**src/rtl/led_pkg.sv**
```systemverilog
// Shared constants, scan-state encoding and helper functions for the LED matrix scan driver.
package led_pkg;

  localparam logic [1:0] LED_OFF  = 2'b00;
  localparam logic [1:0] LED_SLOW = 2'b01;
  localparam logic [1:0] LED_FAST = 2'b10;
  localparam logic [1:0] LED_ON   = 2'b11;

  typedef enum logic [1:0] {
    ST_IDLE  = 2'd0,
    ST_BLANK = 2'd1,
    ST_DRIVE = 2'd2
  } scan_state_t;

  // Bits needed to count 0..value-1, never less than one.
  function automatic int clogb2(input int value);
    int width;
    width = 0;
    while ((1 << width) < value) width++;
    return (width < 1) ? 1 : width;
  endfunction

  function automatic logic led_lit(input logic [1:0] mode, input logic slow_phase,
                                   input logic fast_phase);
    case (mode)
      LED_OFF:  return 1'b0;
      LED_SLOW: return slow_phase;
      LED_FAST: return fast_phase;
      default:  return 1'b1;
    endcase
  endfunction

endpackage

```
**src/rtl/led_blink_timer.sv**
```systemverilog
// Free-running 50% duty blink source: phase toggles every HALF_CYCLES clocks.
module led_blink_timer
  import led_pkg::*;
#(
  parameter int HALF_CYCLES = 500
) (
  input  logic clk,
  input  logic rst,
  output logic phase
);

  localparam int CNT_W = clogb2(HALF_CYCLES);
  localparam logic [CNT_W-1:0] CNT_LAST = CNT_W'(HALF_CYCLES - 1);

  logic [CNT_W-1:0] cnt_reg;
  logic             phase_reg;

  always_ff @(posedge clk or negedge rst) begin
    if (!rst) begin
      cnt_reg   <= '0;
      phase_reg <= 1'b0;
    end else if (cnt_reg == CNT_LAST) begin
      cnt_reg   <= '0;
      phase_reg <= ~phase_reg;
    end else begin
      cnt_reg <= cnt_reg + 1'b1;
    end
  end

  assign phase = phase_reg;

endmodule

```
**src/rtl/led_matrix_scan.sv**
```systemverilog
// ROWS x COLS LED matrix scanner: blanked row multiplexing, PWM brightness, per-LED blink modes
// with a mode snapshot taken once per frame so a frame never shows a half-updated pattern.
module led_matrix_scan
  import led_pkg::*;
#(
  parameter int ROWS           = 4,
  parameter int COLS           = 4,
  parameter int CLK_PERIOD_NS  = 10,
  parameter int SLOW_PERIOD_MS = 1000,
  parameter int FAST_PERIOD_MS = 100,
  parameter int BRIGHT_W       = 4,
  parameter int BLANK_CYCLES   = 4,
  parameter bit X_ACT_LOW      = 1'b0,
  parameter bit Y_ACT_LOW      = 1'b1
) (
  input  logic                     clk,
  input  logic                     rst,
  input  logic                     enable,
  input  logic [BRIGHT_W-1:0]      brightness,
  input  logic [2*ROWS*COLS-1:0]   led_mode,
  output logic [COLS-1:0]          scan_x,
  output logic [ROWS-1:0]          scan_y,
  output logic                     frame_start
);

  localparam int DRIVE_CYCLES = 1 << BRIGHT_W;
  localparam int CNT_MAX      = (DRIVE_CYCLES > BLANK_CYCLES) ? DRIVE_CYCLES : BLANK_CYCLES;
  localparam int CNT_W        = clogb2(CNT_MAX);
  localparam int ROW_W        = clogb2(ROWS);
  localparam int SLOW_HALF    = int'((64'(SLOW_PERIOD_MS) * 64'd500000) / 64'(CLK_PERIOD_NS));
  localparam int FAST_HALF    = int'((64'(FAST_PERIOD_MS) * 64'd500000) / 64'(CLK_PERIOD_NS));

  localparam logic [CNT_W-1:0] BLANK_LAST = CNT_W'(BLANK_CYCLES - 1);
  localparam logic [CNT_W-1:0] DRIVE_LAST = CNT_W'(DRIVE_CYCLES - 1);
  localparam logic [ROW_W-1:0] ROW_LAST   = ROW_W'(ROWS - 1);
  localparam logic [COLS-1:0]  X_IDLE     = {COLS{X_ACT_LOW}};
  localparam logic [ROWS-1:0]  Y_IDLE     = {ROWS{Y_ACT_LOW}};

  scan_state_t          state_reg, state_next;
  logic [CNT_W-1:0]     cnt_reg, cnt_next;
  logic [ROW_W-1:0]     row_reg, row_next;
  logic [BRIGHT_W-1:0]  bri_q_reg;
  logic [2*ROWS*COLS-1:0] snap_reg;
  logic [COLS-1:0]      scan_x_reg, scan_x_next;
  logic [ROWS-1:0]      scan_y_reg, scan_y_next;
  logic                 frame_start_reg, frame_start_next;

  logic                 slow_phase, fast_phase;
  logic                 blank_entry, frame_entry;
  logic [1:0]           snap_mode [ROWS][COLS];
  logic [COLS-1:0]      col_lit;
  logic [ROWS-1:0]      row_onehot;

  led_blink_timer #(.HALF_CYCLES(SLOW_HALF)) u_slow_timer (
    .clk   (clk),
    .rst   (rst),
    .phase (slow_phase)
  );

  led_blink_timer #(.HALF_CYCLES(FAST_HALF)) u_fast_timer (
    .clk   (clk),
    .rst   (rst),
    .phase (fast_phase)
  );

  // Blink phase is applied live; only the mode itself comes from the frame snapshot.
  generate
    for (genvar gr = 0; gr < ROWS; gr++) begin : g_row
      for (genvar gi = 0; gi < COLS; gi++) begin : g_col
        assign snap_mode[gr][gi] = snap_reg[2*(gr*COLS+gi) +: 2];
      end
    end
    for (genvar gi = 0; gi < COLS; gi++) begin : g_lit
      assign col_lit[gi] = led_lit(snap_mode[row_reg][gi], slow_phase, fast_phase);
    end
  endgenerate

  assign row_onehot = ROWS'(1) << row_reg;

  always_ff @(posedge clk or negedge rst) begin
    if (!rst) begin
      state_reg       <= ST_IDLE;
      cnt_reg         <= '0;
      row_reg         <= '0;
      bri_q_reg       <= '0;
      snap_reg        <= '0;
      scan_x_reg      <= X_IDLE;
      scan_y_reg      <= Y_IDLE;
      frame_start_reg <= 1'b0;
    end else begin
      state_reg       <= state_next;
      cnt_reg         <= cnt_next;
      row_reg         <= row_next;
      if (blank_entry) bri_q_reg <= brightness;
      if (frame_entry) snap_reg  <= led_mode;
      scan_x_reg      <= scan_x_next;
      scan_y_reg      <= scan_y_next;
      frame_start_reg <= frame_start_next;
    end
  end

  always_comb begin
    state_next = state_reg;
    cnt_next   = cnt_reg;
    row_next   = row_reg;
    if (!enable) begin
      state_next = ST_IDLE;
      cnt_next   = '0;
      row_next   = '0;
    end else begin
      case (state_reg)
        ST_IDLE: begin
          state_next = ST_BLANK;
          cnt_next   = '0;
          row_next   = '0;
        end
        ST_BLANK: begin
          if (cnt_reg == BLANK_LAST) begin
            state_next = ST_DRIVE;
            cnt_next   = '0;
          end else begin
            cnt_next = cnt_reg + 1'b1;
          end
        end
        ST_DRIVE: begin
          if (cnt_reg == DRIVE_LAST) begin
            state_next = ST_BLANK;
            cnt_next   = '0;
            row_next   = (row_reg == ROW_LAST) ? '0 : row_reg + 1'b1;
          end else begin
            cnt_next = cnt_reg + 1'b1;
          end
        end
        default: begin
          state_next = ST_IDLE;
          cnt_next   = '0;
          row_next   = '0;
        end
      endcase
    end
  end

  // Outputs are gated by enable so that dropping it blanks the pins on the very next cycle.
  always_comb begin
    blank_entry      = enable && (state_reg == ST_BLANK) && (cnt_reg == '0);
    frame_entry      = blank_entry && (row_reg == '0);
    frame_start_next = frame_entry;
    scan_x_next      = X_IDLE;
    scan_y_next      = Y_IDLE;
    if (enable && (state_reg == ST_DRIVE)) begin
      scan_y_next = row_onehot ^ Y_IDLE;
      if (cnt_reg < CNT_W'(bri_q_reg)) scan_x_next = col_lit ^ X_IDLE;
    end
  end

  assign scan_x      = scan_x_reg;
  assign scan_y      = scan_y_reg;
  assign frame_start = frame_start_reg;

endmodule

```
**config.mk**
```make
export PLATFORM = sky130hd
export DESIGN_NAME = led_matrix_scan
export DESIGN_NICKNAME = d
export VERILOG_FILES = /design/src/rtl/led_pkg.sv /design/src/rtl/led_blink_timer.sv /design/src/rtl/led_matrix_scan.sv
export SDC_FILE = /design/constraint.sdc
export NUM_CORES = 1
export LEC_CHECK = 0
export BUFFER_PORTS_ARGS = -buffer_cell sky130_fd_sc_hd__buf_2
export CORE_MARGIN = 2
export CORE_UTILIZATION = 30
export DETAILED_ROUTE_END_ITERATION = 12
export PLACE_DENSITY = 0.56
export SYNTH_ARGS = -nofsm -noshare
export SYNTH_HDL_FRONTEND = slang
export SYNTH_SLANG_ARGS = --single-unit
```
**constraint.sdc**
```tcl
create_clock -name clk -period 2.1 [get_ports clk]
set_clock_uncertainty 0.2 [all_clocks]
set_input_delay 0.42 -clock clk [delete_from_list [all_inputs] [get_ports clk]]
set_output_delay 0.42 -clock clk [all_outputs]
set_load 0.05 [all_outputs]
```
=== After elaboration in Yosys (flattened, before gate mapping) ===
Cells that the tools add are included.

* Divide/modulo/power cells: 0
* Bitwise logic cells: 4
* Equal/unequal tests: 18
* $mul: 0
* $add $sub $neg: 4
* Shift-type cells: 1
* Magnitude comparators: 2
* Muxes and demuxes: 24
* Reductions and logical operators: 13

{| class="wikitable"
|+ Operator list
! cell !! count
|-
| $add 26x1->26 const B || 1
|-
| $eq 26x26->1 const B || 1
|-
| $mux 26 || 1
|-
| $mux 4 || 6
|-
| $add 23x1->23 const B || 1
|-
| $eq 23x23->1 const B || 1
|-
| $mux 23 || 1
|-
| $bmux 8 s2 || 1
|-
| $mux 8 || 2
|-
| $eq 2x2->1 const B || 6
|-
| $logic_not 2->1 || 6
|-
| $mux 2 || 6
|-
| $pmux 1 s3 || 4
|-
| $eq 2x1->1 const B || 5
|-
| $pmux 4 s2 || 1
|-
| $ne 3x3->1 const B || 2
|-
| $pmux 2 s3 || 1
|-
| $add 4x1->4 const B || 1
|-
| $eq 4x2->1 const B || 1
|-
| $eq 4x4->1 const B || 1
|-
| $logic_and 1x1->1 || 4
|-
| $logic_not 4->1 || 1
|-
| $lt 4x4->1 || 1
|-
| $not 4->4 || 1
|-
| 8 further kinds || 10
|}

* Output and inout port bits: 9
* Input bits: 39
* Memories: 0
* Bits in read-only memories: 0
* RAM bits: 0
* Logic and storage cells: 78
* Latch bits: 0
* Flip-flop bits (word level): 104

=== Depth between registers and ports, before layout ===
* Depth after elaboration: 8
* Gate-level depth with buffers: 8

=== By module ===
From an unflattened synthesis, not the netlist that was laid out.

* Cells, all modules: 419
* Area, all modules: 5163.7 µm²

{| class="wikitable"
|+ By module, submodules not included
! module !! cells each !! instances !! area each (µm²)
|-
| led_matrix_scan || 182 || 1 || 2630.0
|-
| led_blink_timer (u_slow_timer) || 127 || 1 || 1351.3
|-
| led_blink_timer (u_fast_timer) || 110 || 1 || 1182.4
|}

=== Worst setup path before layout ===
No wires, ideal clock.

* Kind: register to register
* Start: register row_reg[1]
* End: register snap_reg[10]
* Library setup time: 0.125 ns
* Arrival time: 1.845 ns
* Data required time: 1.775 ns
* Setup slack: -0.070 ns
* Stages on the path, launching flop included: 9
* Buffers on the path: 3
* Path through: dfrtp_1 -> clkbuf_1 -> inv_1 -> ha_1 -> inv_1 -> or2_1 -> clkbuf_1 -> buf_2 -> mux2_2

* Cells in the longest elaborated chain, start to end: 2

{| class="wikitable"
|+ RTL lines
! what !! line !! source
|-
| start: declaration || led_matrix_scan.sv:41 || <nowiki>logic [ROW_W-1:0] row_reg, row_next;</nowiki>
|-
| start signal: assignment || led_matrix_scan.sv:93 || <nowiki>row_reg <= row_next;</nowiki>
|-
| $logic_not 2->1 || led_matrix_scan.sv:146 || <nowiki>frame_entry = blank_entry && (row_reg == '0);</nowiki>
|-
| $logic_and 1x1->1 || led_matrix_scan.sv:146 ||
|-
| end signal: assignment || led_matrix_scan.sv:95 || <nowiki>if (frame_entry) snap_reg <= led_mode;</nowiki>
|-
| end: declaration || led_matrix_scan.sv:43 || <nowiki>logic [2*ROWS*COLS-1:0] snap_reg;</nowiki>
|}

Every way passes these cells.
A chain may end at the register's enable or synchronous reset.

=== Worst setup path after layout ===
* Start: register u_slow_timer.cnt_reg[5]
* End: register u_slow_timer.phase_reg (netlist: u_slow_timer.phase)

* Cells in the longest elaborated chain, start to end: 1

{| class="wikitable"
|+ RTL lines
! what !! line !! source
|-
| start: declaration || led_blink_timer.sv:15 || <nowiki>logic [CNT_W-1:0] cnt_reg;</nowiki>
|-
| start signal: assignment || led_blink_timer.sv:26 || <nowiki>cnt_reg <= cnt_reg + 1'b1;</nowiki>
|-
| $eq 26x26->1 || led_blink_timer.sv:22 || <nowiki>end else if (cnt_reg == CNT_LAST) begin</nowiki>
|-
| end signal: assignment || led_blink_timer.sv:24 || <nowiki>phase_reg <= ~phase_reg;</nowiki>
|-
| end: declaration || led_blink_timer.sv:16 || <nowiki>logic phase_reg;</nowiki>
|}

Every way passes these cells.

==> flow_metrics.env <==
export IMPL_status="finished clean"
export IMPL_crit_path_max_fanout=4
export IMPL_final_cell_mix="dfrtp_1 (100), buf_2 (46), mux2_2 (36)"
export IMPL_r2r_start="u_slow_timer.cnt_reg[5]"
export IMPL_post_route_period_util=0.951
export IMPL_hpwl_mm=7.45
export IMPL_end_kind="register"
export IMPL_netlist_instances=430
export IMPL_start_kind="register"
export IMPL_ioPinCount=48
export IMPL_fin_tns_setup_ps=0
export IMPL_ir_drop_mv=0.547
export IMPL_core_um2=16400
export IMPL_netlist_area_um2=5000
export IMPL_grt_antenna_before_repair=0
export IMPL_ys_seq_elements=104
export IMPL_setup_viol=0
export IMPL_diodes=0
export IMPL_place_congestion=0.792
export IMPL_nets=556
export IMPL_cts_root_buffer="clkbuf_16"
export IMPL_fin_cells=727
export IMPL_utilization=0.365
export IMPL_ys_warn_count=0
export IMPL_dr_total_vias=3456
export IMPL_drc_errors=0
export IMPL_slew_headroom=0.644
export IMPL_wl_per_cell_um=14.0
export IMPL_grt_max_degree=39
export IMPL_dieWidth_um=133
export IMPL_arrival_ps=2070
export IMPL_n_fill_cell=1596
export IMPL_leakage_nw=2.60
export IMPL_grt_pass1_wl_mm=17.6
export IMPL_final_antenna_net_count=0
export IMPL_via_per_inst=4.75
export IMPL_cts_tree="done"
export IMPL_clkTransAtPathRegs_ps=80
export IMPL_worstSetupPathType="register to register"
export IMPL_yosysSeqAreaShare=0.522
export IMPL_setup_ws_ps=103
export IMPL_hold_viol=0
export IMPL_syn_to_final_growth_pct=19.6
export IMPL_syn_nets=484
export IMPL_dpl_worst_slack_ps=78.2
export IMPL_cts_buffers=9
export IMPL_netlist_cell_type_count=45
export IMPL_num_rows=47
export IMPL_ys_flop_type="dfrtp_1"
export IMPL_required_ps=2170
export IMPL_rsz0062_at_grt="yes"
export IMPL_drv_slew=0
export IMPL_holdCritStartpoint="led_mode[20]"
export IMPL_port_buffers=47
export IMPL_powerDensity_nw_per_um2=924
export IMPL_drtIter0Drc=179
export IMPL_drive_gt1_frac=0.290
export IMPL_hold_class="input port to register"
export IMPL_final_common_cell="dfrtp_1"
export IMPL_timing_fmax_mhz=501
export IMPL_place_inst=709
export IMPL_dr_pass1_iters=4
export IMPL_clock_sinks=104
export IMPL_maxCapViolations=0
export IMPL_wirelength_mm=10.2
export IMPL_dieHeight_um=133
export IMPL_post_dp_cell_area_um2=5650
export IMPL_gr_total_overflow=0
export IMPL_htreeDepth=3
export IMPL_dieArea_um2=17700
export IMPL_async_flop_share=1.00
export IMPL_grtUsageTotal=0.123
export IMPL_finalCriticalPeriod_ps=2000
export IMPL_syn_area_per_cell_um2=11.6
export IMPL_initial_core_util=0.305
export IMPL_clock_latency_ps=350
export IMPL_design_area_um2=5980
export IMPL_synth_edf_count=0
export IMPL_largest_register_ffs=32
export IMPL_startpoint="u_slow_timer.cnt_reg[5]"
export IMPL_worstMarginPinSlew_ps=535
export IMPL_clk_path_buf_depth=2
export IMPL_grt_pass1_vias=3521
==> final timing paths <==
kind / endpoint / slack [ps] / cells past startpoint
worst max register to register: u_slow_timer.phase / 100 / 6
worst min-delay path: snap_reg[20] / 90 / 2
max in group asynchronous: u_slow_timer.cnt_reg[8] / 660 / 3
worst min register to register: u_slow_timer.cnt_reg[0] / 280 / 1
worst max-delay path: u_slow_timer.phase / 100 / 6
min in group asynchronous: u_fast_timer.cnt_reg[20] / 390 / 2
==> cells by family (layout without fill, tap and decap cells) <==
logic type,Yosys count,in the layout,synth area share
and+or+nand+nor,156,156,0.173
DFF,104,104,0.522
muxes,48,48,0.125
AOI/OAI and AO/OA,40,40,0.0518
xor gates and xnor gates,37,37,0.0648
buffers and inverters,30,107,0.0263
adders and majority gates,15,15,0.0375
==> Yosys cell counts (all sizes together) (2+ instances only) <==
| cell type | instances | share of area |
|---|---|---|
| a221oi | 4 | 0.0070 |
| dfrtp | 100 | 0.50 |
| buf | 8 | 0.0098 |
| nand4 | 10 | 0.014 |
| a21o | 2 | 0.0030 |
| o41a | 2 | 0.0045 |
| o31ai | 8 | 0.012 |
| mux4 | 8 | 0.036 |
| nand2b | 4 | 0.0050 |
| or2 | 5 | 0.0063 |
| and4 | 5 | 0.0088 |
| dfstp | 4 | 0.021 |
| xnor2 | 20 | 0.035 |
| nor2 | 27 | 0.024 |
| clkbuf | 4 | 0.0030 |
| ha | 15 | 0.038 |
| nor4 | 10 | 0.016 |
| nand2 | 28 | 0.021 |
| nor3b | 2 | 0.0030 |
| mux2 | 36 | 0.081 |
| a21oi | 12 | 0.012 |
| xor2 | 17 | 0.030 |
| nand3 | 28 | 0.028 |
| and3 | 2 | 0.0025 |
| or4 | 8 | 0.014 |
| nor3 | 18 | 0.018 |
| o21ai | 10 | 0.010 |
| inv | 18 | 0.014 |
| mux2i | 4 | 0.0080 |
| nor2b | 2 | 0.0025 |
| or3 | 2 | 0.0025 |
==> stage by stage <==
| step | power (W) | hold slack (ps) |
|---|---|---|
| 2_1_floorplan | 0.00351 | -75.6 |
| 3_3_place_gp | 0.00385 | 238 |
| 3_5_place_dp | 0.00390 | 243 |
| 4_1_cts | 0.00560 | 82.7 |
| 5_1_grt | 0.00587 | 73.6 |
| 6_report | 0.00552 | 92.3 |
==> report_power, final <==
| group | internal (W) | leakage, nW | switching, W |
|---|---|---|---|
| Sequential | 0.00240 | 1.33 | 0.000188 |
| Clock | 0.000843 | 0.143 | 0.000829 |
| Combinational | 0.000706 | 1.13 | 0.000562 |
==> metal layers <==
layer,part of all wire,global-route usage,vias up,routed length [µm]
met1,0.49,0.168,1714,4950
met2,0.47,0.194,40,4770
li1,-,-,1690,-
met3,0.027,0.0287,12,275
met4,0.015,0.0394,0,157
met5,0,0,-,0
==> worst max-delay path, stage by stage (launching register included) <==
cell	delay [ps]
dfrtp_1	370
buf_6	120
nand2_2	70
or4_4	510
nor4_4	330
buf_4	190
xor2_1	140
==> what timing repair did <==
| action | CTS | global route |
|---|---|---|
| setup endpoints to repair | 0 | 17 |
| setup buffers | 0 | 1 |
| hold buffers | 1 | 0 |
| endpoints found under the hold margin | 33 | 0 |
| gates resized for setup | 0 | 4 |
==> cell type report <==
| cell class | instances | area [µm²] | share of cell area |
|---|---|---|---|
| sequential | 104 | 2610 | 0.436 |
| multi-input combinational | 296 | 2270 | 0.379 |
| timing repair buffer | 73 | 464 | 0.0776 |
| tap | 220 | 275 | 0.0460 |
| clock buffer | 9 | 225 | 0.0377 |
| clock inverter | 7 | 72.6 | 0.0121 |
| inverter | 18 | 67.6 | 0.0113 |
No activity file was read; power rests on OpenSTA's default activity.
